### config.mk
export PLATFORM = sky130hd
export DESIGN_NAME = systolic_skew_feeder
export DESIGN_NICKNAME = d
export VERILOG_FILES = /design/src/rtl/systolic_skew_feeder_pkg.sv /design/src/rtl/systolic_skew_feeder_skew_mux.sv /design/src/rtl/systolic_skew_feeder.sv
export SDC_FILE = /design/constraint.sdc
export NUM_CORES = 1
export LEC_CHECK = 0
export BUFFER_PORTS_ARGS = -buffer_cell sky130_fd_sc_hd__buf_2
export CAP_MARGIN = 10
export CORE_AREA = 4 4 270 166
export CTS_CLUSTER_SIZE = 14
export DETAILED_ROUTE_END_ITERATION = 10
export DIE_AREA = 0 0 274 170
export SYNTH_ARGS = -nofsm -noshare
export SYNTH_HDL_FRONTEND = slang
export SYNTH_SLANG_ARGS = --single-unit
### constraint.sdc
create_clock -name clk -period 3.2 [get_ports clk]
set_clock_uncertainty 0.05 [all_clocks]
set_input_delay 0 -clock clk [delete_from_list [all_inputs] [get_ports clk]]
set_output_delay 0 -clock clk [all_outputs]
set_load 0.02 [all_outputs]
### src/rtl/systolic_skew_feeder_pkg.sv
// Shared types and constants for the systolic array edge feeder.
// Imported by the feeder top and its per-lane skew multiplexer.
package systolic_pkg;

    localparam int N_DEF      = 4;
    localparam int DW_DEF     = 8;
    localparam int FLOAT_ZERO = 0;

    typedef enum logic [1:0] {
        ST_IDLE  = 2'd0,
        ST_FEED  = 2'd1,
        ST_DRAIN = 2'd2,
        ST_DONE  = 2'd3
    } feed_state_e;

    // Number of skewed steps needed to push a full NxN band through the edge.
    function automatic int feed_len(input int n);
        return 3 * n - 2;
    endfunction

endpackage

### src/rtl/systolic_skew_feeder_skew_mux.sv
// One edge lane: picks element (t - LANE) of the lane's operand vector,
// or float zero when that index falls outside the band.
module skew_mux
    import systolic_pkg::*;
#(
    parameter int N    = N_DEF,
    parameter int DW   = DW_DEF,
    parameter int TW   = 5,
    parameter int LANE = 0
) (
    input  logic [N*DW-1:0] vec,
    input  logic [TW-1:0]   t,
    output logic [DW-1:0]   elem
);

    // Diagonal select: element k is on this lane at step LANE + k.
    always_comb begin
        elem = DW'(FLOAT_ZERO);
        for (int k = 0; k < N; k++) begin
            elem = (int'(t) == LANE + k) ? vec[k*DW +: DW] : elem;
        end
    end

endmodule

### src/rtl/systolic_skew_feeder.sv
// West/north edge driver for the NxN systolic array: stores A and B, streams
// them out with diagonal skew, drains with zeros, then pulses done.
module systolic_skew_feeder
    import systolic_pkg::*;
#(
    parameter int N         = N_DEF,
    parameter int DW        = DW_DEF,
    parameter int DRAIN_CYC = 8
) (
    input  logic                 clk,
    input  logic                 rst_n,
    input  logic                 wr_en,
    input  logic                 wr_sel,
    input  logic [$clog2(N)-1:0] wr_row,
    input  logic [$clog2(N)-1:0] wr_col,
    input  logic [DW-1:0]        wr_data,
    input  logic                 start,
    output logic [N*DW-1:0]      a_edge,
    output logic [N*DW-1:0]      b_edge,
    output logic                 busy,
    output logic                 done
);

    localparam int FEED_LEN = feed_len(N);
    localparam int TW       = $clog2(FEED_LEN + DRAIN_CYC);

    feed_state_e     state_r, state_nxt_s;
    logic [TW-1:0]   step_r, step_nxt_s;

    logic [DW-1:0]   a_mem_r [N][N];
    logic [DW-1:0]   b_mem_r [N][N];
    logic [DW-1:0]   a_mem_s [N][N];
    logic [DW-1:0]   b_mem_s [N][N];
    logic [N*DW-1:0] a_row_s [N];
    logic [N*DW-1:0] b_col_s [N];
    logic [N*DW-1:0] a_lane_s, b_lane_s;
    logic [N*DW-1:0] a_nxt_s, b_nxt_s;
    logic            busy_nxt_s, done_nxt_s;
    logic            wr_ok_s;

    assign wr_ok_s = wr_en && (state_r == ST_IDLE);

    // Storage view after this cycle's write; feeding from it lets step 0
    // pick up a write issued in the same cycle as start.
    always_comb begin
        a_mem_s = a_mem_r;
        b_mem_s = b_mem_r;
        if (wr_ok_s && (wr_sel == 1'b0)) begin
            a_mem_s[wr_row][wr_col] = wr_data;
        end else if (wr_ok_s && (wr_sel == 1'b1)) begin
            b_mem_s[wr_row][wr_col] = wr_data;
        end else begin
            a_mem_s = a_mem_r;
        end
    end

    // Operand storage; intentionally not cleared by reset.
    always_ff @(posedge clk) begin
        a_mem_r <= a_mem_s;
        b_mem_r <= b_mem_s;
    end

    // Pack A rows and B columns as per-lane vectors indexed by skew position.
    always_comb begin
        for (int i = 0; i < N; i++) begin
            a_row_s[i] = '0;
            b_col_s[i] = '0;
            for (int j = 0; j < N; j++) begin
                a_row_s[i][j*DW +: DW] = a_mem_s[i][j];
                b_col_s[i][j*DW +: DW] = b_mem_s[j][i];
            end
        end
    end

    for (genvar k = 0; k < N; k++) begin : g_lane
        skew_mux #(.N(N), .DW(DW), .TW(TW), .LANE(k)) u_a_mux (
            .vec  (a_row_s[k]),
            .t    (step_nxt_s),
            .elem (a_lane_s[k*DW +: DW])
        );
        skew_mux #(.N(N), .DW(DW), .TW(TW), .LANE(k)) u_b_mux (
            .vec  (b_col_s[k]),
            .t    (step_nxt_s),
            .elem (b_lane_s[k*DW +: DW])
        );
    end

    // State and step counter register.
    always_ff @(posedge clk or negedge rst_n) begin
        if (!rst_n) begin
            state_r <= ST_IDLE;
            step_r  <= '0;
        end else begin
            state_r <= state_nxt_s;
            step_r  <= step_nxt_s;
        end
    end

    // Next state; the step counter restarts on every state change.
    always_comb begin
        state_nxt_s = state_r;
        step_nxt_s  = step_r;
        case (state_r)
            ST_IDLE: begin
                step_nxt_s = '0;
                if (start) begin
                    state_nxt_s = ST_FEED;
                end else begin
                    state_nxt_s = ST_IDLE;
                end
            end
            ST_FEED: begin
                if (step_r == TW'(FEED_LEN - 1)) begin
                    state_nxt_s = ST_DRAIN;
                    step_nxt_s  = '0;
                end else begin
                    step_nxt_s  = step_r + TW'(1);
                end
            end
            ST_DRAIN: begin
                if (step_r == TW'(DRAIN_CYC - 1)) begin
                    state_nxt_s = ST_DONE;
                    step_nxt_s  = '0;
                end else begin
                    step_nxt_s  = step_r + TW'(1);
                end
            end
            ST_DONE: begin
                state_nxt_s = ST_IDLE;
                step_nxt_s  = '0;
            end
            default: begin
                state_nxt_s = ST_IDLE;
                step_nxt_s  = '0;
            end
        endcase
    end

    // Output values for the upcoming state, so the registers track it exactly.
    always_comb begin
        if (state_nxt_s == ST_FEED) begin
            a_nxt_s = a_lane_s;
            b_nxt_s = b_lane_s;
        end else begin
            a_nxt_s = '0;
            b_nxt_s = '0;
        end
        busy_nxt_s = (state_nxt_s == ST_FEED) || (state_nxt_s == ST_DRAIN);
        done_nxt_s = (state_nxt_s == ST_DONE);
    end

    // Registered edge outputs and status.
    always_ff @(posedge clk or negedge rst_n) begin
        if (!rst_n) begin
            a_edge <= '0;
            b_edge <= '0;
            busy   <= 1'b0;
            done   <= 1'b0;
        end else begin
            a_edge <= a_nxt_s;
            b_edge <= b_nxt_s;
            busy   <= busy_nxt_s;
            done   <= done_nxt_s;
        end
    end

endmodule

* Yosys cells after proc, flatten, opt, wreduce, memory -nomap -nowiden
Cells that the tools add are included.
Storage, ports and cells: bits in registers 329, input port bits 17, output and inout bits 66
Cells by class: $add $sub $neg 1, order comparisons 4, equal/unequal tests 14, mux-type cells 50, bitwise operators 3, reduce and logical (&&, ||, !) cells 9
Operators with widths (count):
- $mux W128 | 3
- $mux W8 | 33
- $bwmux W128 | 2
- $mux W32 | 3
- $demux W32 S2 | 1
- $eq A5 B4 Y1 const B | 4
- $demux W8 S2 | 1
- $eq A5 B3 Y1 const B | 3
- $pmux W5 S3 | 1
- $mux W5 | 2
- $eq A2 B2 Y1 const B | 4
- $pmux W2 S4 | 1
- $ge A3 B3 Y1 const B | 2
- $lt A3 B1 Y1 const B | 2
- $not A2 Y3 | 2
- $add A5 B1 Y5 const B | 1
- $eq A5 B2 Y1 const B | 1
- $logic_and A1 B1 Y1 | 5
- $logic_not A5 Y1 | 1
- $eq A2 B1 Y1 const B | 2
- $mux W2 | 2
- $logic_not A2 Y1 | 1
- $reduce_or A2 Y1 | 1
- $logic_or A1 B1 Y1 | 1
- other kinds (2) | 2

* Depth between registers and ports, before layout
Gate-level depths: netlist of the first run.
depth in word-level cells 15, mapped depth 10, gate-level depth less buffers 7

* Modules after synthesis
Synthesis of the first run repeated with hierarchy kept, for this count alone.
Second synthesis, totals: cell total of the unflattened synthesis 1114, area total of the unflattened synthesis 13563.0 um2
Modules (own cells, without submodules):
- systolic_skew_feeder | times used 1, cells an instance 774, area each 11093.1 um2, seq. area each 6951.7 um2
- skew_mux (g_lane[3].u_a_mux ...) | times used 2, cells an instance 59, area each 397.9 um2, seq. area each 0.0 um2
- skew_mux (g_lane[1].u_a_mux ...) | times used 2, cells an instance 51, area each 341.6 um2, seq. area each 0.0 um2
- skew_mux (g_lane[2].u_a_mux ...) | times used 2, cells an instance 30, area each 249.0 um2, seq. area each 0.0 um2
- skew_mux (g_lane[0].u_a_mux ...) | times used 2, cells an instance 30, area each 246.5 um2, seq. area each 0.0 um2

* Worst setup path before layout of the first run
No wires, ideal clock.
path kind reg-to-reg, from register state_r[0], to register a_edge[31], arrival time 2.244 ns, data required time 3.021 ns, slack 0.776 ns, stages on the path, launching flop included 8, path buffers 2, clock period less this slack 2.424 ns, cells stage by stage dfrtp_1 > buf_6 > or4b_4 > buf_6 > nor3_4 > mux2_2 > a221oi_2 > a211oi_2
RTL lines:
- from (decl) | RTL line systolic_skew_feeder.sv:27 | feed_state_e state_r, state_nxt_s;
- from (signal assigned) | RTL line systolic_skew_feeder.sv:94 | state_r <= state_nxt_s;
- to (signal assigned) | RTL line systolic_skew_feeder.sv:160 | a_edge <= a_nxt_s;
- to (decl) | RTL line systolic_skew_feeder.sv:18 | output logic [N*DW-1:0] a_edge,

* Worst setup path in the final report of the first run
from register step_r[0], to register b_edge[23]
On the way: longest elaborated chain between the ends 9
Ends and longest elaborated chain:
- from (decl) | RTL line systolic_skew_feeder.sv:28 | logic [TW-1:0] step_r, step_nxt_s;
- from (signal assigned) | RTL line systolic_skew_feeder.sv:95 | step_r <= step_nxt_s;
- $add A5 B1 Y5, or another cell as far along | RTL line systolic_skew_feeder.sv:117, systolic_skew_feeder.sv:125
- $mux W5 (on tied branches) | RTL line systolic_skew_feeder.sv:121, systolic_skew_feeder.sv:113
- $pmux W5 S3 | RTL line systolic_skew_feeder.sv:103 | case (state_r)
- $eq A5 B3 Y1 | RTL line systolic_skew_feeder_skew_mux.sv:20 | elem = (int'(t) == LANE + k) ? vec[k*DW +: DW] : elem;
- $mux W8 (4 in a row) | RTL line systolic_skew_feeder_skew_mux.sv:20
- $mux W32 * | RTL line systolic_skew_feeder.sv:141 | if (state_nxt_s == ST_FEED) begin
- via b_nxt_s[23] | RTL line systolic_skew_feeder.sv:37 | logic [N*DW-1:0] a_nxt_s, b_nxt_s;
- to (signal assigned) | RTL line systolic_skew_feeder.sv:161 | b_edge <= b_nxt_s;
- to (decl) | RTL line systolic_skew_feeder.sv:19 | output logic [N*DW-1:0] b_edge,
Mark *: on every way through the listed nets, which the timed path passes. The rest lies on a longest branch.

==> metrics.csv, run 1 <==
stage;metric;value;unit
status;status;finished, final reports clean;
placement;finalWeightedCongestion;0.8019;
die;fp.dieW;274;um
pwr;p_int;0.008736;W
timing;drv_slew;0;
setup_path;r2r_cells;7;
placement;placed_area;14960;um2
die;core;42590;um2
synthesis;synth_edf_count;0;
grt;grt_start_max_net_pins;61;
cts;cts_setup_buffers;0;
synthesis;syn_area;13870;um2
cts;root_buffer;clkbuf_16;
synthesis;seq_area_frac_synth;50.12;%
pwr;ir_drop;0.0005767;V
cts;htreeDepth;1;
timing;finalSetupViolCount;0;
pwr;p_leak;6.700;nW
timing;fin_crit;2.977;ns
setup_path;slowest_delay;0.59;ns
setup_path;startpoint_type;flip-flop;
synthesis;synthCells;1373;
detailed_routing;wl_per_cell;20.53;um
die;die-area;46580;um2
timing;fmax;335.9;MHz
timing;hold_viol_final;0;
finish;fin_nets;1432;
grt;grt_usage;17.30;%
setup_path;arrival;3.38;ns
setup_path;cp_max_fo;32;
cts;clock-sinks;329;
grt;grt_remaining_overflow;0;
pwr;p_switching;0.006115;W
pwr;p_seq_share;33.6;%
cts;clock_path_buffers;3;
setup_path;worst-path-buf-inv;1;
detailed_routing;first_pass_iters;5;
finish;drive_above_1_share;27.79;%
grt;antenna_found_initial;0;
cts;cts-hold-fix-buffers;9;
synthesis;asyncSetResetFlopFracSynth;22.19;%
cts;ctsResizeCount;0;
hold_path;min_path_cells;3;
detailed_routing;route.detailed.drc;0;
die;initial_core_util;32.56;%
grt;grt_pass1_wl;64010;um
die;die_h;170;um
synthesis;avgSynthCellArea;10.10;um2
finish;area_growth;15.99;%
detailed_routing;vias;11230;
finish;stdcell_area;16090;um2
detailed_routing;antenna_left;0;
timing;tightest_slew;0.9553;ns
timing;tns;0;ns
pwr;p_sw_share;41.18;%
synthesis;ys.flop_type;dfxtp_1;
setup_path;crit_path_cell_trace;ha_1, and4bb_1, a2111oi_2, and2_0, buf_4, o21ai_0, a31oi_1;
cts;clkTransAtPathRegs;0.07;ns
synthesis;synth.net_count;1394;
grt;grt_pass1_vias;10655;
detailed_routing;via_per_inst;5.573;
timing;grt_setup_unrepaired;no;
setup_path;end_kind;flip-flop;
finish;diodes;0;
placement;io_buffers;82;
synthesis;synth-seq-cells;329;
setup_path;crit_family;compound AO/OA/AOI/OAI gates;
setup_path;crit_slowest_cell;a2111oi_2;
job;maxCapViolations;0;
hold_path;hp-class;primary input to flip-flop;
pwr;combPwrFrac;41.1;%
timing;relSlewSlack;36.31;%
cts;tritoncts;built;
finish;fill_cells;4200;
synthesis;yosysWarnings;0;
die;io_pins;83;
synthesis;yosysUniqueCellTypes;60;
die;rows;59;
cts;cts_buffers;31;
timing;fin_crit_sh;93.03;%
detailed_routing;drtIter0Drc;1183;
setup_path;worst-path-stages;7;
detailed_routing;finalWirelength;41370;um
pwr;power.density;923.2;nW/um2
setup_path;path_class;flip-flop to flip-flop;
pwr;p_clk_share;25.3;%
cts;clk_latency;0.58;ns
placement;hpwl;26040;um
setup_path;cp.required;3.60;ns
==> Yosys cell counts, types with 3 or more instances <==
cell type  number  area, um2
nand4_1         5      31.28
inv_1           5      18.77
dfrtp_1        73       1827
nor2b_1         5      31.28
nor3_2          4      40.04
o31ai_1        18      135.1
a21oi_1        21      105.1
buf_6           4      45.04
nand2b_1        4      25.02
nand4bb_1       4      45.04
nor2_1         13      48.80
nand2_1        92      345.3
a31oi_1        62      387.9
clkbuf_1      100      375.4
a221oi_2        7      105.1
nor4bb_1        4      40.04
a211oi_1       41      307.8
dfxtp_1       256       5125
nand3_1       174      870.8
o21ai_1         7      35.03
nor3_4          3      48.80
a211oi_2        8      100.1
ha_1            4      50.05
buf_1           8      30.03
mux2_2        170       1914
buf_2          23      115.1
a221oi_1        7      61.31
a22oi_1        35      262.8
o22ai_1        33      206.5
o21ai_0       142      710.7
==> flip-flops by register name, summed over array words and instances, names as in the netlist <==
name and flops:
step_r 5, b_mem_r 128, busy 1, a_mem_r 128, b_edge 32, done 1
a_edge 32, state_r 2
==> cells in the final DEF, fill, tap and decap left out, drive strengths merged, types with 5 or more instances in the layout <==
| cell | instances |
|---|---|
| clkinv | 8 |
| a22oi | 35 |
| dfrtp | 73 |
| buf | 134 |
| a31oi | 62 |
| dlygate4sd3 | 9 |
| a221oi | 14 |
| o22ai | 34 |
| nand2 | 92 |
| a211oi | 49 |
| nand4 | 5 |
| o21ai | 149 |
| nand3 | 174 |
| nor3 | 7 |
| nor2 | 13 |
| clkbuf | 46 |
| o31ai | 19 |
| dfxtp | 256 |
| mux2 | 172 |
| nor2b | 5 |
| inv | 6 |
| a21oi | 21 |
==> worst register-to-register path: cells and delay by family (launching register included) <==
kind / cells / cell delay [ns]
and+or+nand+nor: 2 / 0.47
adders and majority gates: 1 / 0.28
buffers and inverters: 1 / 0.41
AOI/OAI and AO/OA: 3 / 1.12
DFF: 1 / 0.53
==> cell families after synthesis <==
| group | share of synthesized area (%) |
|---|---|
| mux | 14.09 |
| fa+ha+maj | 0.3609 |
| compound gates | 18.07 |
| xor+xnor | 0.2526 |
| simple gates | 12.73 |
| flops | 50.12 |
| buf+inv | 4.375 |
==> through the flow <==
step / hold slack, ns / setup slack [ns] / utilization, % / power, W / cells
6_report: 0.02763 / 0.2229 / 37.77 / 0.01485 / 2015
5_1_grt: 0.04796 / 0.02216 / 37.77 / 0.01561 / 2015
4_1_cts: 0.005551 / 0.2484 / 37.77 / 0.01486 / 2015
3_5_place_dp: 0.1580 / 0.2639 / 35.13 / 0.01109 / 1948
3_3_place_gp: 0.1488 / 0.3171 / 35.13 / 0.01100 / 1948
2_1_floorplan: -0.3456 / 0.7764 / - / 0.008891 / 1373
==> worst paths after layout <==
check / from / end / slack [ns]
worst max-delay path: step_r[0]$_DFF_PN0_ / b_edge[23]$_DFF_PN0_ / 0.22
worst min-delay path: wr_data[0] / a_mem_r[80]$_DFF_P_ / 0.03
worst max register to register: step_r[0]$_DFF_PN0_ / b_edge[23]$_DFF_PN0_ / 0.22
worst min register to register: a_mem_r[126]$_DFF_P_ / a_mem_r[126]$_DFF_P_ / 0.42
max in group asynchronous: rst_n / a_edge[5]$_DFF_PN0_ / 2.23
min in group asynchronous: rst_n / b_edge[18]$_DFF_PN0_ / 0.06
==> metal layers <==
layer  GRT usage, %  wire, um
met4          3.108       729
met2          25.95     17620
met1          25.97     19710
met3          3.481      3306
met5              0         0
==> layout make-up <==
class                      instances  area [um2]  share of cell area (%)
sequential                       329        6952                   43.21
clock inverter                    12       120.1                  0.7467
tap                              579       724.4                   4.503
clock buffer                      46       912.1                   5.670
inverter                           5       18.77                  0.1167
timing repair buffer             143       980.9                   6.098
multi-input combinational        901        6379                   39.65
==> power by group through the flow <==
stage	logic [W]	registers [W]	clock network, W
3_3_place_gp	0.00594	0.00507	0
5_1_grt	0.00656	0.00505	0.00400
3_5_place_dp	0.00601	0.00508	0
2_1_floorplan	0.00365	0.00524	0
4_1_cts	0.00604	0.00500	0.00383
6_report	0.00610	0.00499	0.00376
Note: power is estimated with default switching activity, not from simulation.
==> run 2, diff against run 1 <==
ABC_AREA = 1   (was unset)
CORE_AREA = 4 4 262 161   (was 4 4 270 166)
DIE_AREA = 0 0 266 165   (was 0 0 274 170)
==> run 2 against run 1 <==
  * Die area shrank 5.8%
  * Synthesized area shrank 6.0%
  * Final area shrank 7.7%
  * Combinational power shrank 20%
  * Critical path depth grew 7
  * Non-clock buffer count shrank 19
  * Critical endpoint is now a_edge[14]$_DFF_PN0_
  * Largest cell class unchanged
==> metrics.csv, run 2 <==
stage;metric;value;unit;change
grt;met1_usage;24.52;%;was 25.97%
timing;fin_ws;0.5525;ns;was 0.2229 ns
placement;place_inst;2212;;was 1948
setup_path;cp_max_fo;34;;was 32
setup_path;arrival;3.05;ns;was 3.38 ns
finish;fin_cells;2277;;was 2015
pwr;p_leak;7.146;nW;was 6.700 nW
finish;area_growth;13.86;%;was 15.99%
cts;cts_buffers;29;;was 31
die;initial_core_util;32.63;%;was 32.56%
cts;htreeDepth;1;;unchanged
timing;fin_crit;2.647;ns;was 2.977 ns
cts;clkTransAtPathRegs;0.07;ns;about the same
timing;finalSetupViolCount;0;;unchanged
synthesis;yosysWarnings;0;;unchanged
placement;finalWeightedCongestion;0.8182;;was 0.8019
die;core;39940;um2;was 42590 um2
grt;grt_pass1_wl;56980;um;was 64010 um
synthesis;yosys-top-cells-area;dfxtp_1 39%, dfrtp_1 14%, nor2_1 9.1%;;was dfxtp_1 37%, mux2_2 14%, dfrtp_1 13%
grt;gr-usage-met3;2.665;%;was 3.481%
timing;tightest_slew;1.088;ns;was 0.9553 ns
synthesis;seq_area_frac_synth;53.34;%;was 50.12%
pwr;p_int;0.008300;W;was 0.008736 W
grt;grt_start_max_net_pins;74;;was 61
setup_path;crit_path_start;step_r[0]$_DFF_PN0_;;unchanged
synthesis;synth_most_common_cell;nor2_1;;was dfxtp_1
detailed_routing;via_per_inst;4.807;;was 5.573
synthesis;synth_edf_count;0;;unchanged
pwr;p_clk_share;24.5;%;was 25.3%
setup_path;r2r_slack;0.55;ns;was 0.22 ns
finish;layout_common_cells;317 x nor2_1, 298 x nand2_1, 256 x dfxtp_1;;was 256 x dfxtp_1, 174 x nand3_1, 170 x mux2_2
cts;clock-sinks;329;;unchanged
synthesis;synth.net_count;1699;;was 1394
grt;gr-usage-met2;24.41;%;was 25.95%
finish;fill_cells;4112;;was 4200
pwr;combPwrFrac;35.9;%;was 41.1%
detailed_routing;wl_per_cell;15.91;um;was 20.53 um
job;maxCapViolations;0;;unchanged
grt;busiest_layer;met1;;unchanged
timing;drv_slew;0;;unchanged
cts;ctsResizeCount;0;;unchanged
pwr;p_switching;0.005231;W;was 0.006115 W
finish;drive_above_1_share;11.05;%;was 27.79%
synthesis;yosysTopAreaCellShare;39.32;%;was 36.95%
die;die_h;165;um;was 170 um
setup_path;path_class;flip-flop to flip-flop;;unchanged
die;rows;57;;was 59
synthesis;synthCells;1678;;was 1373
detailed_routing;route.detailed.drc;0;;unchanged
placement;io_buffers;82;;unchanged
timing;fmax;377.7;MHz;was 335.9 MHz
detailed_routing;drtIter0Drc;918;;was 1183
synthesis;avgSynthCellArea;7.767;um2;was 10.10 um2
setup_path;cp.required;3.61;ns;was 3.60 ns
cts;clk_latency;0.55;ns;was 0.58 ns
synthesis;yosysUniqueCellTypes;23;;was 60
grt;antenna_found_initial;0;;unchanged
detailed_routing;vias;10945;;was 11230
pwr;ir_drop;0.0004162;V;was 0.0005767 V
cts;root_buffer;clkbuf_16;;unchanged
grt;grt_remaining_overflow;0;;unchanged
setup_path;r2r-start;step_r[0]$_DFF_PN0_;;unchanged
timing;fin_crit_sh;82.73;%;was 93.03%
detailed_routing;antenna_left;0;;unchanged
timing;relSlewSlack;27.44;%;was 36.31%
pwr;power.density;911.8;nW/um2;was 923.2 nW/um2
finish;reg_top3;a_mem_r: 128 flops, b_mem_r: 128 flops;;unchanged
timing;hold_viol_final;0;;unchanged
synthesis;yosysTopAreaCell;dfxtp_1;;unchanged
synthesis;synth-seq-cells;329;;unchanged
status;status;finished, final reports clean;;unchanged
setup_path;end_kind;flip-flop;;unchanged
finish;final_common_cell;nor2_1;;was dfxtp_1
setup_path;r2r_end;a_edge[14]$_DFF_PN0_;;was b_edge[23]$_DFF_PN0_
placement;placed_area;13850;um2;was 14960 um2
grt;grt_usage;16.20;%;was 17.30%
placement;dp_slack;0.5944;ns;was 0.2639 ns
setup_path;startpoint_type;flip-flop;;unchanged
timing;grt_setup_unrepaired;no;;unchanged
cts;clock_path_buffers;3;;unchanged
setup_path;endpoint;a_edge[14]$_DFF_PN0_;;was b_edge[23]$_DFF_PN0_
setup_path;r2r_cells;14;;was 7
die;io_pins;83;;unchanged
detailed_routing;first_pass_iters;5;;unchanged
cts;tritoncts;built;;unchanged
synthesis;asyncSetResetFlopFracSynth;22.19;%;unchanged
finish;diodes;0;;unchanged
finish;stdcell_area;14840;um2;was 16090 um2
pwr;p_sw_share;38.66;%;was 41.18%
detailed_routing;finalWirelength;36220;um;was 41370 um
finish;fin_nets;1745;;was 1432
die;fp.dieW;266;um;was 274 um
grt;grt_pass1_vias;10017;;was 10655
timing;tns;0;ns;unchanged
pwr;p_seq_share;39.6;%;was 33.6%
synthesis;synth_common_cells;317 x nor2_1, 298 x nand2_1, 256 x dfxtp_1;;was 256 x dfxtp_1, 174 x nand3_1, 170 x mux2_2
synthesis;ys.flop_type;dfxtp_1;;unchanged
placement;hpwl;22910;um;was 26040 um
hold_path;hp-class;primary input to flip-flop;;unchanged
die;die-area;43890;um2;was 46580 um2
synthesis;syn_area;13030;um2;was 13870 um2
==> run 2: cell types whose count changed after synthesis, moves of 35 or more <==
cell      delta
nor2_1     +304
nand2_1    +206
a21oi_1    +186
mux2_2     -170
inv_1       +94
o21ai_0     -74
a31oi_1     -62
clkbuf_1    -56
a211oi_1    -41
a22oi_1     -35
==> run 2: kinds of logic after synthesis <==
| family | count (synthesis) | share of synthesized area [%] |
|---|---|---|
| fa+ha+maj | 4 | 0.3840 |
| flops | 329 | 53.34 |
| buf+inv | 211 | 6.902 |
| simple gates | 828 | 27.24 |
| compound gates | 306 | 12.13 |
==> run 2: metal layers <==
layer | wire (um) | share of wire [%]
met5 | 0 | 0
met2 | 15500 | 43
met3 | 2286 | 6.3
met4 | 561 | 1.5
met1 | 17870 | 49
==> run 2: timing repair <==
action | 4_1_cts | 5_1_grt
buffers inserted | 0 | 0
hold buffers | 12 | 0
endpoints found under the hold margin | 132 | 0
==> run 2: power by group through the flow <==
stage	sequential, W	clock [W]	combinational, W
global placement	0.00544	0	0.00478
floorplan	0.00569	0	0.00306
global route	0.00545	0.00357	0.00544
detailed placement	0.00546	0	0.00483
finish	0.00536	0.00332	0.00485
CTS	0.00538	0.00338	0.00487
==> run 2: through the flow <==
stage	power [W]	utilization, %	hold WS [ns]
global placement	0.01022	34.68	0.2182
floorplan	0.008750	-	-0.3456
CTS	0.01363	37.16	0.01206
global route	0.01446	37.16	0.07542
detailed placement	0.01028	34.68	0.2190
finish	0.01353	37.16	0.04571
==> run 2: area by class of cell <==
class,count,area (um2),area share (%)
flip-flops and latches,329,6952,46.84
clock buffers,52,863.3,5.817
well taps,531,664.4,4.477
clock inverters,1,5.005,0.03372
repair buffers,124,783.3,5.278
multi-input cells,1138,5190,34.97
inverters,102,382.9,2.580
==> run 2: worst min path at each step <==
stage                          from              endpoint  slack, ns  depth (start not counted)
after floorplan               rst_n   a_edge[0]$_DFF_PN0_      -0.35                          0
after CTS                 wr_row[1]   b_mem_r[65]$_DFF_P_       0.01                          6
final                     wr_row[1]   b_mem_r[65]$_DFF_P_       0.05                          6
after global placement        rst_n  a_edge[16]$_DFF_PN0_       0.22                          1
after detailed placement      rst_n  a_edge[16]$_DFF_PN0_       0.22                          1
after global routing      wr_row[1]   b_mem_r[65]$_DFF_P_       0.08                          6
==> run 2: worst max-delay path, cell delays in order, from the launching register on <==
cell     delay, ns
dfrtp_1       0.43
ha_1          0.27
nand2_1       0.08
inv_1         0.05
nand2_1       0.12
nand3_1       0.09
nand2_1       0.08
buf_4         0.27
nand3_1       0.17
nor2_4        0.13
buf_4         0.42
nand2_1       0.10
nand2_1       0.08
nor2_1        0.05
nor2_1        0.15
==> run 3, diff against run 2 <==
clock period = 2.4 ns   (was 3.2 ns; I/O delays follow)
==> run 3 against run 2 <==
  * Routed wire length rose by 2.0%
  * Utilization rose by 2.4 points
  * Critical path depth increased by 3
  * Clock power rose by 50%
==> metrics.csv, run 3 (synthesis results as in run 2) <==
stage;metric;value;unit;change
status;status;finished, final reports clean;;unchanged
timing;fin_crit_sh;95.63;%;was 82.73%
timing;finalHoldWorstSlack;0.02583;ns;was 0.04571 ns
finish;reg_top3;a_mem_r: 128 flops, b_mem_r: 128 flops;;unchanged
setup_path;arrival;2.73;ns;was 3.05 ns
detailed_routing;antenna_left;0;;unchanged
grt;grt_pass1_wl;56930;um;was 56980 um
setup_path;slowest_delay;0.44;ns;was 0.43 ns
placement;dp_slack;0.04127;ns;was 0.5944 ns
detailed_routing;first_pass_iters;5;;unchanged
die;die_h;165;um;unchanged
setup_path;cp_max_fo;8;;was 34
detailed_routing;route.detailed.drc;0;;unchanged
setup_path;r2r_cells;17;;was 14
placement;io_buffers;82;;unchanged
timing;relSlewSlack;58.18;%;was 27.44%
grt;antenna_found_initial;0;;unchanged
detailed_routing;drtIter0Drc;837;;was 918
hold_path;hp-class;primary input to flip-flop;;unchanged
grt;grt_remaining_overflow;0;;unchanged
setup_path;crit_path_cell_trace;inv_1, ha_1, nand2_1, inv_1, nand2_2, nand2_2, nand2_1, nand2_2, nand2_2, buf_4, nor2_4, buf_12, buf_6, nand3_2, nand2_2, nor2_1, nor2_1;;was ha_1, nand2_1, inv_1, nand2_1, nand3_1, nand2_1, buf_4, nand3_1, nor2_4, buf_4, nand2_1, nand2_1, nor2_1, nor2_1
grt;grt_usage;16.16;%;was 16.20%
cts;root_buffer;clkbuf_16;;unchanged
finish;drive_above_1_share;14.68;%;was 11.05%
die;core;39940;um2;unchanged
grt;grt_start_max_net_pins;91;;was 74
finish;fill_cells;3927;;was 4112
setup_path;worst-path-stages;17;;was 14
setup_path;crit_top_cell;nand2_2;;was nand2_1
pwr;ir_drop;0.0006142;V;was 0.0004162 V
cts;clock-sinks;329;;unchanged
cts;clk_latency;0.57;ns;was 0.55 ns
die;die-area;43890;um2;unchanged
detailed_routing;vias;11043;;was 10945
timing;fin_crit;2.295;ns;was 2.647 ns
hold_path;min_path_cells;7;;was 6
timing;drv_slew;0;;unchanged
setup_path;crit_family;simple AND/OR/NAND/NOR gates;;unchanged
die;rows;57;;unchanged
pwr;p_leak;7.625;nW;was 7.146 nW
cts;clkTransAtPathRegs;0.07;ns;about the same
cts;tritoncts;built;;unchanged
placement;hpwl;23600;um;was 22910 um
finish;utilization;39.61;%;was 37.16%
cts;htreeDepth;1;;unchanged
pwr;power.density;1249;nW/um2;was 911.8 nW/um2
setup_path;startpoint_type;flip-flop;;unchanged
die;fp.dieW;266;um;unchanged
job;maxCapViolations;0;;unchanged
finish;layout_common_cells;316 x nor2_1, 292 x nand2_1, 256 x dfxtp_1;;was 317 x nor2_1, 298 x nand2_1, 256 x dfxtp_1
setup_path;cp.required;2.83;ns;was 3.61 ns
timing;fin_ws;0.1050;ns;was 0.5525 ns
detailed_routing;finalWirelength;36950;um;was 36220 um
cts;cts_buffers;30;;was 29
finish;final_common_cell;nor2_1;;unchanged
timing;tightest_slew;0.6266;ns;was 1.088 ns
timing;hold_viol_final;0;;unchanged
finish;fin_nets;1795;;was 1745
placement;finalWeightedCongestion;0.8425;;was 0.8182
cts;clock_path_buffers;3;;unchanged
setup_path;crit_slowest_cell;dfrtp_1;;unchanged
die;io_pins;83;;unchanged
detailed_routing;wl_per_cell;15.86;um;was 15.91 um
finish;diodes;0;;unchanged
die;initial_core_util;32.63;%;unchanged
timing;fmax;435.7;MHz;was 377.7 MHz
placement;place_inst;2250;;was 2212
timing;finalSetupViolCount;0;;unchanged
detailed_routing;via_per_inst;4.742;;was 4.807
grt;grt_pass1_vias;10165;;was 10017
setup_path;path_class;flip-flop to flip-flop;;unchanged
setup_path;worst-path-buf-inv;5;;was 3
setup_path;end_kind;flip-flop;;unchanged
finish;fin_cells;2329;;was 2277
pwr;design_power_total;0.01976;W;was 0.01353 W
finish;area_growth;21.36;%;was 13.86%
-- run 3: changes by cell type in the layout (fill, tap and decap cells not counted), moves of 2 or more --
cell and change:
bufinv_16 +2, nor2_2 -2, buf_12 +27, buf_4 +16, nor2_4 +3, clkbuf_1 -10
clkbuf_8 +5, clkbuf_16 +4, clkinv_2 +4, nand2_1 -6, nand2_4 +2, buf_6 +3
nand2_2 +4
-- run 3: layer usage --
| metal | track usage, % | routed length [um] | vias up |
|---|---|---|---|
| met3 | 2.591 | 2027 | 59 |
| met1 | 23.89 | 18220 | 5125 |
| li1 | - | - | 5578 |
| met2 | 25.10 | 15950 | 281 |
| met5 | 0 | 0 | - |
| met4 | 3.173 | 752 | 0 |
-- run 3: area by class of cell --
type	count	area (um2)	area share, %
repair buffers	173	1538	9.722
multi-input cells	1138	5250	33.19
clock buffers	49	944.7	5.972
well taps	531	664.4	4.200
clock inverters	7	85.08	0.5379
flip-flops and latches	329	6953	43.96
inverters	102	382.9	2.420
-- run 3: per-stage QoR --
| stage | area, um2 | TNS (ns) |
|---|---|---|
| floorplan | 13030 | 0 |
| global placement | 14440 | 0 |
| detailed placement | 14440 | 0 |
| CTS | 15620 | 0 |
| global route | 15820 | -0.1238 |
| finish | 15820 | 0 |
-- run 3: power by group --
part | internal [W] | switching, W
logic | 0.00275 | 0.00488
clock network | 0.00290 | 0.00210
registers | 0.00674 | 0.000395
-- run 3: final timing paths --
| check | slack [ns] | end | from |
|---|---|---|---|
| setup / recovery | 0.10 | a_edge[13]$_DFF_PN0_ | step_r[1]$_DFF_PN0_ |
| hold / removal | 0.03 | a_mem_r[9]$_DFF_P_ | wr_row[0] |
| setup reg to reg | 0.10 | a_edge[13]$_DFF_PN0_ | step_r[1]$_DFF_PN0_ |
| hold reg to reg | 0.40 | a_mem_r[47]$_DFF_P_ | a_mem_r[47]$_DFF_P_ |
| max in group asynchronous | 1.59 | a_edge[4]$_DFF_PN0_ | rst_n |
| min in group asynchronous | 0.43 | b_edge[23]$_DFF_PN0_ | rst_n |
-- run 3: worst reg2reg max path: cells and delay by family (launching register included) --
kind,cells,cell delay (ns)
fa+ha+maj,1,0.13
buf+inv,5,0.58
flops,1,0.44
simple gates,11,1.00
-- run 3: timing repair --
action,4_1_cts,5_1_grt
gates resized for setup,0,18
endpoints found under the setup margin,0,61
setup buffers,0,6
endpoints found under the hold margin,123,0
hold buffers,14,0
